--- src/rtl/seq_div32.sv ---
// Iterative unsigned WIDTH/WIDTH restoring divider, one quotient bit per clock.
// The trial subtraction is done by an external shared (WIDTH+1)-bit add/sub unit.
module seq_div32 #(
    parameter int WIDTH = 32
) (
    input  logic             clk,
    input  logic             rst_n,
    input  logic             start,
    input  logic [WIDTH-1:0] dividend,
    input  logic [WIDTH-1:0] divisor,
    output logic             busy,
    output logic             done,
    output logic [WIDTH-1:0] quotient,
    output logic [WIDTH-1:0] remainder,
    output logic             div_by_zero,
    output logic [WIDTH-1:0] as_a,
    output logic [WIDTH-1:0] as_b,
    output logic             as_c0,
    input  logic [WIDTH:0]   as_s
);

    localparam int CNT_W = $clog2(WIDTH);

    typedef enum logic [1:0] {IDLE, RUN, DONE} state_t;

    state_t           state;
    logic [WIDTH-1:0] r;
    logic [WIDTH-1:0] q;
    logic [WIDTH-1:0] d;
    logic [CNT_W-1:0] cnt;
    logic [WIDTH-1:0] shifted;
    logic [WIDTH-1:0] r_next;
    logic [WIDTH-1:0] q_next;
    logic             ok;

    // R[W-1] set means the shifted value needs W+1 bits, so it already exceeds D.
    always_comb begin
        shifted = {r[WIDTH-2:0], q[WIDTH-1]};
        ok      = r[WIDTH-1] | ~as_s[WIDTH];
        r_next  = ok ? as_s[WIDTH-1:0] : shifted;
        q_next  = {q[WIDTH-2:0], ok};
        as_a    = '0;
        as_b    = '0;
        as_c0   = 1'b0;
        if (state == RUN) begin
            as_a  = shifted;
            as_b  = d;
            as_c0 = 1'b1;
        end
    end

    always_ff @(posedge clk or negedge rst_n) begin
        if (!rst_n) begin
            state       <= IDLE;
            busy        <= 1'b0;
            done        <= 1'b0;
            div_by_zero <= 1'b0;
            quotient    <= '0;
            remainder   <= '0;
            r           <= '0;
            q           <= '0;
            d           <= '0;
            cnt         <= '0;
        end else begin
            done <= 1'b0;
            case (state)
                IDLE, DONE: begin
                    if (start) begin
                        r     <= '0;
                        q     <= dividend;
                        d     <= divisor;
                        cnt   <= '0;
                        busy  <= 1'b1;
                        state <= RUN;
                    end else begin
                        state <= IDLE;
                    end
                end
                RUN: begin
                    r   <= r_next;
                    q   <= q_next;
                    cnt <= cnt + 1'b1;
                    if (cnt == CNT_W'(WIDTH - 1)) begin
                        quotient    <= q_next;
                        remainder   <= r_next;
                        div_by_zero <= (d == '0);
                        busy        <= 1'b0;
                        done        <= 1'b1;
                        state       <= DONE;
                    end
                end
                default: state <= IDLE;
            endcase
        end
    end

endmodule

--- config.mk ---
export PLATFORM = sky130hd
export DESIGN_NAME = seq_div32
export DESIGN_NICKNAME = d
export VERILOG_FILES = /design/src/rtl/seq_div32.sv
export SDC_FILE = /design/constraint.sdc
export NUM_CORES = 1
export LEC_CHECK = 0
export ABC_AREA = 1
export BUFFER_PORTS_ARGS = -buffer_cell sky130_fd_sc_hd__buf_4
export CAP_MARGIN = 40
export CORE_UTILIZATION = 46
export CTS_CLUSTER_DIAMETER = 30
export DETAILED_ROUTE_END_ITERATION = 8
export PLACE_DENSITY_LB_ADDON = 0.25
export SKIP_CTS_REPAIR_TIMING = 1
export SLEW_MARGIN = 10
export SYNTH_ARGS = -nofsm -noshare
export SYNTH_HDL_FRONTEND = slang
export SYNTH_SLANG_ARGS = --single-unit
--- constraint.sdc ---
create_clock -name clk -period 1.61 [get_ports clk]
set_input_delay 0.161 -clock clk [delete_from_list [all_inputs] [get_ports clk]]
set_output_delay 0.161 -clock clk [all_outputs]
set_load 0.1 [all_outputs]
==> results of run 1 <==
## sequential cells by signal, summed over array words and instances (netlist names)
signal / flops
remainder: 32
q: 32
state: 2
quotient: 32
div_by_zero: 1
d: 32
r: 32
cnt: 5
done: 1
busy: 1
## worst max-delay path, cell delays in order (launching register included)
cell and delay (ns):
dfrtp_1 0.38, inv_2 0.11, nand2_8 0.08, buf_12 0.15, buf_16 0.16, nor2_2 0.16, buf_12 0.20
## stage by stage
stage          hold WS (ns)   util  instances  setup TNS (ns)  instance area, µm²
4_1_cts              -0.354  0.665       1251          -20.33               10100
6_report            -0.0212  0.787       1308          -10.29               12000
3_5_place_dp          0.101  0.623       1219         -0.0152                9510
5_1_grt            -0.00291  0.787       1308          -15.62               12000
2_1_floorplan        -0.135      -        803          -11.02                7380
3_3_place_gp          0.107  0.623       1219               0                9510
## per-layer routing
layer,global-route usage,share of wire
met5,0,0
met4,0.0784,0.025
met3,0.0536,0.060
met2,0.358,0.52
met1,0.309,0.39
## area by class of cell
type	instances	area share
timing repair buffer	317	0.306
sequential	170	0.354
multi-input combinational	476	0.232
tap	211	0.0220
inverter	102	0.0319
clock buffer	19	0.0377
clock inverter	13	0.0158
## kinds of logic (layout without fill, tap and decap cells)
| family | after synthesis | in the layout |
|---|---|---|
| DFF | 170 | 170 |
| buffers and inverters | 158 | 451 |
| and+or+nand+nor | 276 | 277 |
| AOI/OAI and AO/OA | 197 | 197 |
| adders and majority gates | 2 | 2 |
## cell usage after synthesis
master / n
a21oi_1: 67
a22o_1: 2
buf_2: 32
buf_4: 3
buf_6: 5
clkbuf_1: 16
dfrtp_1: 170
ha_1: 2
inv_1: 101
inv_2: 1
nand2_1: 92
nand2_2: 1
nand3_1: 35
nand4_1: 1
nor2_1: 146
nor3_1: 1
o211ai_1: 3
o21ai_0: 64
o221ai_1: 29
o22ai_1: 32
## layout by cell type (no fill, tap or decap), drive strengths merged
| cell type | count |
|---|---|
| clkinvlp | 1 |
| buf | 281 |
| clkbuf | 26 |
| nor3 | 1 |
| clkinv | 6 |
| dfrtp | 170 |
| dlygate4sd3 | 29 |
| a22o | 2 |
| bufinv | 4 |
| a21oi | 67 |
| o21ai | 64 |
| nand2 | 93 |
| o211ai | 3 |
| nand4 | 1 |
| nand3 | 36 |
| o22ai | 32 |
| ha | 2 |
| inv | 104 |
| o221ai | 29 |
| nor2 | 146 |
## how the worst max path moves through the flow
stage	endpoint	slack, ns	from
final	as_b[24]	-0.21	state[1]
after global routing	as_b[24]	-0.28	state[1]
after CTS	as_a[0]	-0.37	state[1]
after detailed placement	quotient[27]	-0.01	cnt[1]
after global placement	remainder[1]	0.05	cnt[0]
after floorplan	as_a[10]	-0.19	state[1]
==> metrics.cfg, run 1 <==
[global_routing]
grt_max_degree=68
grt_pass1_vias=5888
grt_usage=0.227
grt_first_pass_wirelength_um=29000
overflow=0
antenna_found_initial=0

[synthesis]
synth_compound_area_frac=0.160
synthDistinctLibCells=20
synth_area_um2=7200
synth_xor_area_frac=0
synth.top_cell.area_share=0.591
synth_top_area_cell=dfrtp_1
synth-simple-area-share=0.151
muxShareOfSynthArea=0
yosysSeqAreaShare=0.591
synth-adder-area-share=0.00348
avgSynthCellArea_um2=8.96
synth_top_family_by_area=compound AO/OA/AOI/OAI gates
yosys_warnings=0
netlist_instances=803
ys_ff_latch=170
synth.area.top_cells=dfrtp_1 (59%), nor2_1 (7.6%), inv_1 (5.3%)
synth.net_count=905

[worst_setup_path]
cp.arrival_ns=1.66
rr_worst_depth=8
r2r_slack_ns=-0.04
worstReg2RegStart=cnt[1]
rr_endpoint=remainder[7]
crit_path_start_kind=register
critical_path_class=reg -> out
crit_path_end_kind=output port
worstPathMaxFanout=14
worstPathRequired_ns=1.45

[drt]
dr.first_iter.drc_count=451
avgViaCountPerCell=5.33
final_antenna_net_count=0
drcViolationCount=0
wl_per_cell_um=17.3
dr.pass1.iters=4
wirelength_um=22600
via_count=6974

[cts]
tritoncts=done
root_buffer=clkbuf_16
ctsLongestPathBuffers=2
clock_latency_ns=0.42
htree_levels=4
cts_buffers=17
cts.reportedPaths.clkPinSlew_ns=0.07
cts_sinks=170

[floorplan]
die_area_um2=16100
coreArea_um2=15300
fp-row-count=45
start_util=0.472
ios=232
die-height_um=127
die_x_um=127

[sta]
hold_viol=8
fin_crit_ns=1.82
skew_ns=0.00880
rsz0062_at_grt=true
fin_ws_ns=-0.214
slew_violations=0
slew_headroom=0.732
max_freq_mhz=548
finalSetupViolCount=69
hold_ws_ns=-0.0212
worst_pin_slew_ns=0.402
layout_worst_path_cycle_share=1.13

[min_path]
hold_class=in -> reg
min_to=q[21]
min_delay_path_depth=3
min_from=dividend[21]

[status]
run_status=finished, violations left
violations=hold timing, setup timing

[placement]
finalWeightedCongestion=0.776
dp_hpwl_um=12400
port_buffers=231
pre_cts_ws_ns=-0.0115

[layout]
multi_input_area_um2=2790
regArea_um2=4250
drive_gt1_frac=0.366
syn_to_final_growth_pct=66.9
num_antenna_cells=0
num-fill-cells=905
layout.nets=1186

[run]
maxCapViolCount=0

Power of run 1 is left out: the tool's default activity adds up to more than one toggle a clock period on the data nets, which glitch-free logic cannot reach.
==> run 2: changes to the inputs <==
--- a/config.mk
+++ b/config.mk
@@ -8,6 +8,7 @@
 export ABC_AREA = 1
 export BUFFER_PORTS_ARGS = -buffer_cell sky130_fd_sc_hd__buf_4
 export CAP_MARGIN = 40
+export CORE_MARGIN = 2
 export CORE_UTILIZATION = 46
 export CTS_CLUSTER_DIAMETER = 30
 export DETAILED_ROUTE_END_ITERATION = 8
==> metrics.cfg, run 2 (synthesized netlist as in run 1, its figures left out) <==
[worst_setup_path]
crit_family=buffers and inverters  ; unchanged
critPathMostFrequentCell=buf_12  ; unchanged
crit_chain=inv_4 > nand2_8 > buf_12 > nor2_2 > buf_12  ; was inv_2 > nand2_8 > buf_12 > buf_16 > nor2_2 > buf_12
cp.arrival_ns=1.61  ; was 1.66 ns
worstPathRequired_ns=1.45  ; about the same
crit_slowest_cell=dfrtp_1  ; unchanged
endpoint=as_b[11]  ; was as_b[24]
critical_path_class=reg -> out  ; unchanged
worstPathMaxFanout=21  ; was 14
max_stage_delay_ns=0.40  ; was 0.38 ns
crit_path_end_kind=output port  ; unchanged
r2r_slack_ns=-0.12  ; was -0.04 ns
rr_endpoint=remainder[8]  ; was remainder[7]
rr_worst_depth=9  ; was 8
cp_num_cells=5  ; was 6
crit_path_start_kind=register  ; unchanged
worstSetupStartpoint=state[1]  ; unchanged
worst-path-buf-inv=3  ; was 4
worstReg2RegStart=cnt[1]  ; unchanged

[cts]
root_buffer=clkbuf_16  ; unchanged
tritoncts=done  ; unchanged
clock_latency_ns=0.43  ; was 0.42 ns
htree_levels=4  ; unchanged
cts_sinks=170  ; unchanged
cts.reportedPaths.clkPinSlew_ns=0.07  ; about the same
cts_buffers=17  ; unchanged
ctsLongestPathBuffers=2  ; unchanged

[floorplan]
die_area_um2=16700  ; was 16100 µm²
die_x_um=129  ; was 127 µm
coreArea_um2=15300  ; unchanged
die-height_um=129  ; was 127 µm
start_util=0.472  ; unchanged
ios=232  ; unchanged
fp-row-count=45  ; unchanged

[global_routing]
gr-usage-met1=0.303  ; was 0.309
grt_first_pass_wirelength_um=29500  ; was 29000 µm
grt_usage=0.221  ; was 0.227
busiest_layer=met2  ; unchanged
grt_max_degree=68  ; unchanged
grt_pass1_vias=6036  ; was 5888
met3_usage=0.0508  ; was 0.0536
antenna_found_initial=0  ; unchanged
overflow=0  ; unchanged
met2_usage=0.354  ; was 0.358

[drt]
avgViaCountPerCell=5.39  ; was 5.33
final_antenna_net_count=0  ; unchanged
via_count=7040  ; was 6974
dr.first_iter.drc_count=466  ; was 451
dr.pass1.iters=5  ; was 4
wl_per_cell_um=18.6  ; was 17.3 µm
wirelength_um=24300  ; was 22600 µm
drcViolationCount=0  ; unchanged

[min_path]
min_from=dividend[23]  ; was dividend[21]
hold_class=in -> reg  ; unchanged

[layout]
drive_gt1_frac=0.457  ; was 0.366
syn_to_final_growth_pct=72.4  ; was 66.9%
layout_common_cells=buf_4 (187), dfrtp_1 (169), inv_1 (98)  ; was buf_4 (187), dfrtp_1 (170), inv_1 (99)
mostFrequentLayoutCell=buf_4  ; unchanged
num_antenna_cells=0  ; unchanged
layout.nets=1185  ; was 1186
num-fill-cells=835  ; was 905

[sta]
fin_crit_ns=1.77  ; was 1.82 ns
layout_worst_path_cycle_share=1.10  ; was 1.13
fin_ws_ns=-0.164  ; was -0.214 ns
finalSetupViolCount=130  ; was 69
rsz0062_at_grt=true  ; unchanged
max_freq_mhz=564  ; was 548 MHz
worst_pin_slew_ns=0.427  ; was 0.402 ns
hold_viol=14  ; was 8
skew_ns=0.0150  ; was 0.00880 ns
slew_violations=0  ; unchanged
fin_setup_tns_ns=-9.67  ; was -10.29 ns
hold_ws_ns=-0.0272  ; was -0.0212 ns
slew_headroom=0.715  ; was 0.732

[status]
run_status=finished, violations left  ; unchanged
violations=hold timing, setup timing  ; unchanged

[placement]
dp_hpwl_um=12700  ; was 12400 µm
finalWeightedCongestion=0.795  ; was 0.776
port_buffers=231  ; unchanged

[run]
maxCapViolCount=0  ; unchanged

-- run 2: changes by cell type in the layout (fill, tap and decap cells not counted), sizes merged --
cell         change
nand2            +1
inv              +1
bufinv           -1
nand3            -1
clkbuf           +6
dlygate4sd3      -8
clkinv           +1
-- run 2: layout make-up --
type / count / area (µm²) / share of cell area
flip-flops and latches: 170 / 4260 / 0.343
repair buffers: 316 / 3790 / 0.305
multi-input cells: 476 / 3090 / 0.249
clock buffers: 18 / 439 / 0.0354
inverters: 102 / 388 / 0.0313
well taps: 211 / 264 / 0.0213
clock inverters: 14 / 189 / 0.0152
-- run 2: worst min path at each step --
| stage | end | slack, ns | depth (start not counted) |
|---|---|---|---|
| after floorplan | busy | -0.13 | 0 |
| final | q[23] | -0.03 | 3 |
| after global routing | d[14] | -0.008 | 3 |
| after global placement | quotient[6] | 0.11 | 1 |
| after CTS | quotient[5] | -0.34 | 1 |
| after detailed placement | quotient[6] | 0.11 | 1 |
-- run 2: stage by stage --
step	std cells	area [µm²]	utilization	setup WS (ns)
3_3_place_gp	1214	9460	0.620	0.0718
6_report	1307	12400	0.813	-0.164
4_1_cts	1246	10100	0.661	-0.360
5_1_grt	1307	12400	0.813	-0.228
3_5_place_dp	1214	9460	0.620	0.0302
2_1_floorplan	803	7380	-	-0.188
-- run 2: worst min-delay path: stages --
cell      delay (ns)
buf_4           0.08
nand3_1         0.06
o221ai_1        0.06
-- run 2: layer usage --
| metal | vias to the layer above | wire length (µm) |
|---|---|---|
| met3 | 61 | 1550 |
| met5 | - | 0 |
| met1 | 3456 | 9220 |
| met4 | 0 | 710 |
| met2 | 316 | 12900 |
| li1 | 3207 | - |
Power of run 2 is left out for the same reason.
